## src/rtl/z16_dmem_arbiter.sv

```systemverilog
// Z16 data-memory arbiter: two requesters share one single-port memory.
// One transaction at a time, IDLE -> ACCESS -> ACK, round-robin or fixed priority.
module z16_dmem_arbiter #(
  parameter int ADDR_W     = 16,
  parameter int DATA_W     = 16,
  parameter int FIXED_PRIO = 0
) (
  input  logic              i_clk,
  input  logic              i_rst,
  input  logic              i_req0,
  input  logic              i_we0,
  input  logic [ADDR_W-1:0] i_addr0,
  input  logic [DATA_W-1:0] i_wdata0,
  output logic              o_ack0,
  output logic [DATA_W-1:0] o_rdata0,
  input  logic              i_req1,
  input  logic              i_we1,
  input  logic [ADDR_W-1:0] i_addr1,
  input  logic [DATA_W-1:0] i_wdata1,
  output logic              o_ack1,
  output logic [DATA_W-1:0] o_rdata1,
  output logic [ADDR_W-1:0] o_mem_addr,
  output logic              o_mem_wen,
  output logic [DATA_W-1:0] o_mem_wdata,
  input  logic [DATA_W-1:0] i_mem_rdata,
  output logic [1:0]        o_grant,
  output logic              o_busy
);

  typedef enum logic [1:0] {
    S_IDLE   = 2'd0,
    S_ACCESS = 2'd1,
    S_ACK    = 2'd2
  } state_t;

  state_t              state_q, state_d;
  logic                owner_q, owner_d;
  logic                last_q, last_d;
  logic                we_q, we_d;
  logic [ADDR_W-1:0]   addr_q, addr_d;
  logic [DATA_W-1:0]   wdata_q, wdata_d;
  logic [DATA_W-1:0]   rdata_q, rdata_d;
  logic                sel1;
  logic                in_access;
  logic                in_ack;

  // Winner of an IDLE cycle: contested cycles go to the port that did not win last,
  // or always to port 0 when fixed priority is selected.
  always_comb begin
    sel1 = i_req1;
    if (i_req0 && i_req1) begin
      sel1 = (FIXED_PRIO != 0) ? 1'b0 : ~last_q;
    end
  end

  // Next-state logic: latch the winner's request in IDLE, capture read data in ACCESS.
  always_comb begin
    state_d = state_q;
    owner_d = owner_q;
    last_d  = last_q;
    we_d    = we_q;
    addr_d  = addr_q;
    wdata_d = wdata_q;
    rdata_d = rdata_q;
    unique case (state_q)
      S_IDLE: begin
        if (i_req0 || i_req1) begin
          owner_d = sel1;
          we_d    = sel1 ? i_we1 : i_we0;
          addr_d  = sel1 ? i_addr1 : i_addr0;
          wdata_d = sel1 ? i_wdata1 : i_wdata0;
          state_d = S_ACCESS;
        end
      end
      S_ACCESS: begin
        rdata_d = i_mem_rdata;
        last_d  = owner_q;
        state_d = S_ACK;
      end
      S_ACK: begin
        state_d = S_IDLE;
      end
      default: begin
        state_d = S_IDLE;
      end
    endcase
  end

  // State register with synchronous reset; port 0 wins the first contest.
  always_ff @(posedge i_clk) begin
    if (i_rst) begin
      state_q <= S_IDLE;
      owner_q <= 1'b0;
      last_q  <= 1'b1;
      we_q    <= 1'b0;
      addr_q  <= '0;
      wdata_q <= '0;
      rdata_q <= '0;
    end else begin
      state_q <= state_d;
      owner_q <= owner_d;
      last_q  <= last_d;
      we_q    <= we_d;
      addr_q  <= addr_d;
      wdata_q <= wdata_d;
      rdata_q <= rdata_d;
    end
  end

  // Outputs decode the current state only, so an ACCESS overlapping reset still writes.
  always_comb begin
    in_access   = (state_q == S_ACCESS);
    in_ack      = (state_q == S_ACK);
    o_busy      = (state_q != S_IDLE);
    o_mem_addr  = in_access ? addr_q : '0;
    o_mem_wen   = in_access & we_q;
    o_mem_wdata = in_access ? wdata_q : '0;
    o_grant     = (in_access || in_ack) ? {owner_q, ~owner_q} : 2'b00;
    o_ack0      = in_ack & ~owner_q;
    o_ack1      = in_ack & owner_q;
    o_rdata0    = (in_ack && !owner_q) ? rdata_q : '0;
    o_rdata1    = (in_ack && owner_q) ? rdata_q : '0;
  end

endmodule

```

## config.mk

```make
export PLATFORM = sky130hd
export DESIGN_NAME = z16_dmem_arbiter
export DESIGN_NICKNAME = d
export VERILOG_FILES = /design/src/rtl/z16_dmem_arbiter.sv
export SDC_FILE = /design/constraint.sdc
export NUM_CORES = 1
export LEC_CHECK = 0
export CAP_MARGIN = 15
export CORE_ASPECT_RATIO = 1.1
export CORE_MARGIN = 8
export CORE_UTILIZATION = 39
export CTS_CLUSTER_DIAMETER = 150
export CTS_CLUSTER_SIZE = 24
export DETAILED_ROUTE_END_ITERATION = 16
export PLACE_DENSITY = 0.79
export SKIP_CTS_REPAIR_TIMING = 1
export SYNTH_ARGS = -nofsm -noshare
export SYNTH_HDL_FRONTEND = slang
export SYNTH_SLANG_ARGS = --single-unit
```

## constraint.sdc

```tcl
create_clock -name i_clk -period 2.15 [get_ports i_clk]
set_clock_uncertainty 0.1 [all_clocks]
set_input_delay 0.43 -clock i_clk [delete_from_list [all_inputs] [get_ports i_clk]]
set_output_delay 0.43 -clock i_clk [all_outputs]
set_load 0.02 [all_outputs]
```

==> results of run 1 <==
## final cells by class
class | instances | area, um2
fill | 618 | 2425
timing repair buffer | 172 | 1698
multi-input combinational | 250 | 1624
sequential | 53 | 1062
tap | 85 | 106.4
clock buffer | 6 | 82.58
clock inverter | 2 | 37.54
inverter | 3 | 11.26
## critical path, stage by stage, from the launching register on
cell	delay, ps
dfxtp_1	330
inv_1	120
ha_2	260
buf_12	170
and2_1	130
dlymetal6s2s_1	220
## registers in the layout, indices dropped and copies added (netlist names)
| name | cells |
|---|---|
| addr_q | 16 |
| wdata_q | 16 |
| state_q | 2 |
| rdata_q | 16 |
| owner_q | 1 |
| we_q | 1 |
| last_q | 1 |
## per-layer routing
layer	GRT usage	share of wire	vias to the layer above
li1	-	-	1425
met1	0.1851	0.41	1327
met2	0.3043	0.49	104
met3	0.07773	0.093	9
met4	0.05200	0.010	0
met5	0	0	-
## worst paths after layout
kind | start | to
max | state_q[1] | o_mem_addr[9]
min | wdata_q[4] | wdata_q[4]
max reg2reg | state_q[1] | wdata_q[6]
min reg2reg | wdata_q[4] | wdata_q[4]
## logic make-up (layout without fill, tap and decap cells)
logic type               after synthesis  in the layout
multiplexers                          16             16
flip-flops                            53             53
AND/OR/NAND/NOR                      156            156
buffers and inverters                 33            183
adder cells (fa/ha/maj)                4              4
AO/OA/AOI/OAI                         74             74
## layout by cell type, fill, tap and decap left out, types with 7 or more instances in the layout
| cell type | synthesis | final |
|---|---|---|
| dfxtp_1 | 53 | 52 |
| dlymetal6s2s_1 | 0 | 37 |
| nor2_1 | 50 | 50 |
| nand2_1 | 33 | 33 |
| buf_4 | 2 | 17 |
| and2_1 | 51 | 51 |
| clkdlybuf4s50_1 | 0 | 84 |
| a211oi_2 | 29 | 29 |
| buf_2 | 11 | 7 |
| a21oi_1 | 32 | 32 |
| and3_1 | 16 | 16 |
| clkbuf_2 | 0 | 20 |
| mux2i_1 | 16 | 16 |
## per-stage QoR
stage | utilization | power, W
after detailed placement | 0.6452 | 0.002106
after global routing | 0.6559 | 0.002908
after CTS | 0.6623 | 0.002817
final | 0.6559 | 0.002765
after global placement | 0.6452 | 0.002080
after floorplan | - | 0.001693
## report_power, final
| part | internal, W | total, W | switching (W) | leakage, nW |
|---|---|---|---|---|
| Combinational | 0.000444 | 0.000893 | 0.000449 | 2.09 |
| Sequential | 0.00110 | 0.00116 | 0.0000614 | 0.438 |
| Clock | 0.000379 | 0.000715 | 0.000336 | 0.0574 |
| Total | 0.00192 | 0.00276 | 0.000847 | 2.58 |
==> flow_metrics.env, run 1 <==
export IMPL_synth_top_family_by_area="simple AND/OR/NAND/NOR gates"
export IMPL_grt_usage=0.1745
export IMPL_fin_setup_tns_ps=0
export IMPL_cts_buffer_depth=2
export IMPL_drive_gt1_frac=0.1996
export IMPL_synth_top_cells_by_area="dfxtp_1 (37%), a211oi_2 (13%), and2_1 (11%)"
export IMPL_hold_depth=2
export IMPL_cp_required_ps=1620
export IMPL_finalMaxSlewViolations=0
export IMPL_synth_compound_area_share=0.2244
export IMPL_synth_fa_ha_area_frac=0.01757
export IMPL_cts_max_level=2
export IMPL_synthCells=336
export IMPL_ys_flop_type="dfxtp_1"
export IMPL_path_clk_slew_ps=100
export IMPL_grt_pass1_wl_um=15120
export IMPL_synth_top_area_frac=0.3724
export IMPL_cap_violations=0
export IMPL_stdcell_count=571
export IMPL_worst_slack_ps=67.25
export IMPL_fin_crit_sh=0.9687
export IMPL_firstDrtPassIters=4
export IMPL_holdWs_ps=402.5
export IMPL_drcViolationCount=0
export IMPL_synth_area_leader_cell="dfxtp_1"
export IMPL_synth_common_cells="dfxtp_1 (53), and2_1 (51), nor2_1 (50), nand2_1 (33), a21oi_1 (32)"
export IMPL_synth_nets=426
export IMPL_status="complete, no violations"
export IMPL_fin_nets=575
export IMPL_crit_path_end_kind="primary output"
export IMPL_core_region_area_um2=7047
export IMPL_r2r_setup_slack_ps=490
export IMPL_syn_to_final_growth_pct=62.23
export IMPL_port_buffers=155
export IMPL_cts_sinks=53
export IMPL_setup_violations=0
export IMPL_synth_edf_count=0
export IMPL_rows=32
export IMPL_via_per_inst=5.018
export IMPL_totalWireLength_um=9445
export IMPL_start_util=0.4043
export IMPL_place_gp_congestion=0.7274
export IMPL_stdcell_area_um2=4622
export IMPL_clock_fmax_mhz=480.1
export IMPL_synthXorXnorAreaFrac=0
export IMPL_wl_per_cell_um=16.54
export IMPL_hold_viol_final=0
export IMPL_arrival_ps=1550
export IMPL_grt_overflow_total=0
export IMPL_yosys_area_share_simple=0.2692
export IMPL_antenna_found_initial=0
export IMPL_grt_max_degree=54
export IMPL_cts_buffers=5
export IMPL_placed_area_um2=4547
export IMPL_yosys_cell_types_count=27
export IMPL_die_width_um=97.49
export IMPL_r2r_cells=7
export IMPL_worstPathMaxFanout=22
export IMPL_hold_class="flop to flop"
export IMPL_detail_route_iter0_violations=108
export IMPL_p_per_area_nw_per_um2=598.2
export IMPL_slew_headroom=0.7801
export IMPL_synthMuxAreaShare=0.05621
export IMPL_die_area_um2=10300
export IMPL_synth_avg_cell_area_um2=8.479
export IMPL_p_leak_nw=2.584
export IMPL_placedCellCount=563
export IMPL_worst_pin_slew_ps=329.8
export IMPL_io_pin_count=156
export IMPL_min_period_ps=2083
export IMPL_vias=2865
export IMPL_crit_type="flop to primary output"
export IMPL_root_buffer="clkbuf_8"
export IMPL_synth_area_um2=2849
export IMPL_grt_pass1_vias=3071
export IMPL_startpoint_type="flop"
export IMPL_ys_async_sr_fraction=0
export IMPL_insertion_delay_ps=310
export IMPL_die_y_um=105.6
export IMPL_yosysMostFrequentCell="dfxtp_1"
export IMPL_detail_route_antenna_nets=0
export IMPL_cts_tree="yes"
export IMPL_hpwl_um=7164
export IMPL_rsz0062_at_grt="true"
export IMPL_antennaDiodeCount=0
export IMPL_post_place_ws_ps=-90.23
export IMPL_yosysWarnings=0
export IMPL_synth_seq_cells=53
export IMPL_vdd_drop_max_mv=0.3820
export IMPL_ys_seq_area_frac=0.3724
Note: power is estimated with default switching activity, not from simulation.
==> run 2, diff against run 1 <==
CORE_UTILIZATION = 63   (was 39)
DONT_BUFFER_PORTS = 1   (was not set)
PLACE_DENSITY = 0.77   (was 0.79)
==> run 2 against run 1 <==
Compared with the run above:
- final cell count decreased by 33%
- highest routed layer unchanged
- global-route usage increased by 2.5 points
- combinational power decreased by 33%
- worst hold slack got worse by 310 ps
- total power decreased by 18%
- die area decreased by 33%
==> flow_metrics.env, run 2 (synthesized netlist as in run 1, its figures left out) <==
export IMPL_regArea_um2=1062
export IMPL_top_regs="addr_q x16, rdata_q x16, wdata_q x16"
export IMPL_p_int_w=0.001545
export IMPL_grt_max_degree=54
export IMPL_utilization=0.6838
export IMPL_root_buffer="clkbuf_8"
export IMPL_crit_type="flop to primary output"
export IMPL_power_frac_clock=0.230
export IMPL_start_util=0.6600
export IMPL_syn_to_final_growth_pct=3.601
export IMPL_nFillCells=369
export IMPL_path_clk_slew_ps=90
export IMPL_firstDrtPassIters=4
export IMPL_holdPathEnd="addr_q[14]"
export IMPL_grt_overflow_total=0
export IMPL_hpwl_um=5423
export IMPL_r2r_cells=6
export IMPL_slew_headroom=0.7231
export IMPL_power_frac_comb=0.262
export IMPL_cp_required_ps=1620
export IMPL_multi_input_area_um2=1625
export IMPL_switchingPower_w=0.0007278
export IMPL_cts_sinks=53
export IMPL_die_width_um=80.12
export IMPL_p_leak_nw=1.243
export IMPL_critPathBufInv=2
export IMPL_detail_route_antenna_nets=0
export IMPL_cts_max_level=2
export IMPL_netSwitchingFraction=0.3202
export IMPL_cts_buffer_depth=2
export IMPL_cts_buffers=5
export IMPL_antenna_found_initial=0
export IMPL_rsz0062_at_grt="false"
export IMPL_fin_nets=415
export IMPL_worstPathMaxFanout=17
export IMPL_hold_class="input port to flop"
export IMPL_wl_per_cell_um=19.32
export IMPL_cap_violations=0
export IMPL_die_area_um2=6932
export IMPL_worst_pin_slew_ps=414.6
export IMPL_die_y_um=86.53
export IMPL_final_cell_mix="dfxtp_1 (52), nor2_1 (50), and2_1 (46)"
export IMPL_final_common_cell="dfxtp_1"
export IMPL_fin_setup_tns_ps=0
export IMPL_rows=25
export IMPL_holdWs_ps=91.17
export IMPL_r2r_setup_slack_ps=440
export IMPL_vias=2264
export IMPL_arrival_ps=1500
export IMPL_slowest_delay_ps=370
export IMPL_detail_route_iter0_violations=123
export IMPL_vdd_drop_max_mv=0.5882
export IMPL_drive_gt1_frac=0.1840
export IMPL_cp_cell_sequence="inv_1 -> ha_1 -> nor2b_1 -> buf_4 -> and2_2"
export IMPL_hold_viol_final=0
export IMPL_crit_family="simple AND/OR/NAND/NOR gates"
export IMPL_finalMaxSlewViolations=0
export IMPL_grt_usage=0.1994
export IMPL_io_pin_count=156
export IMPL_status="complete, no violations"
export IMPL_insertion_delay_ps=290
export IMPL_fin_crit_sh=0.9446
export IMPL_grt_pass1_wl_um=11240
export IMPL_crit_path_start="state_q[0]"
export IMPL_min_period_ps=2031
export IMPL_p_per_area_nw_per_um2=770.1
export IMPL_via_per_inst=5.958
export IMPL_cp_slowest_cell="dfxtp_2"
export IMPL_antennaDiodeCount=0
export IMPL_core_region_area_um2=4317
export IMPL_setup_violations=0
export IMPL_totalWireLength_um=7343
export IMPL_place_gp_congestion=0.7652
export IMPL_hp_start="i_rst"
export IMPL_r2r_end="wdata_q[7]"
export IMPL_seq_power_share=0.509
export IMPL_rr_startpoint="state_q[1]"
export IMPL_crit_path_end_kind="primary output"
export IMPL_cts_tree="yes"
export IMPL_port_buffers=0
export IMPL_hold_depth=1
export IMPL_startpoint_type="flop"
export IMPL_grt_pass1_vias=2274
export IMPL_drcViolationCount=0
export IMPL_clock_fmax_mhz=492.4
## run 2: cell type report
| cell class | count | share of cell area |
|---|---|---|
| multi-input cells | 250 | 0.5507 |
| flip-flops and latches | 53 | 0.3599 |
| repair buffers | 12 | 0.03476 |
| clock buffers | 6 | 0.02459 |
| well taps | 54 | 0.02289 |
| inverters | 3 | 0.003815 |
| clock inverters | 2 | 0.003391 |
## run 2: metal layers
layer | GRT usage | wire, um | part of all wire | up-vias
met5 | 0 | 0 | 0 | -
met2 | 0.3363 | 3610 | 0.49 | 96
met4 | 0.04636 | 71 | 0.0097 | 0
li1 | - | - | - | 1103
met1 | 0.2314 | 2930 | 0.40 | 1059
met3 | 0.07350 | 731 | 0.10 | 6
## run 2: power groups by stage
stage	clock, W	sequential (W)	combinational, W
global placement	0	0.00117	0.000584
floorplan	0	0.00116	0.000535
finish	0.000522	0.00116	0.000595
CTS	0.000541	0.00116	0.000602
global route	0.000589	0.00117	0.000656
detailed placement	0	0.00118	0.000601
## run 2: worst register-to-register path, cell delays in order (launching register included)
cell and delay (ps):
dfxtp_1 330, inv_1 110, ha_1 240, o21a_1 140, buf_4 330, nor2_1 90, a211oi_1 270
## run 2: through the flow
step / instance area [um2] / power [W] / setup slack (ps) / std cells
floorplan: 2849 / 0.001693 / 208.4 / 336
global placement: 2861 / 0.001756 / 442.3 / 372
detailed placement: 2861 / 0.001779 / 390.7 / 372
CTS: 2944 / 0.002299 / 58.65 / 380
global route: 2952 / 0.002417 / 0.5356 / 380
finish: 2952 / 0.002273 / 119.1 / 380
## run 2: how the worst max path moves through the flow
stage,to,cells after the start
finish,o_rdata0[9],5
floorplan,o_rdata0[10],5
global route,o_rdata0[12],5
global placement,o_rdata0[11],5
detailed placement,o_rdata0[9],5
CTS,o_rdata0[9],5
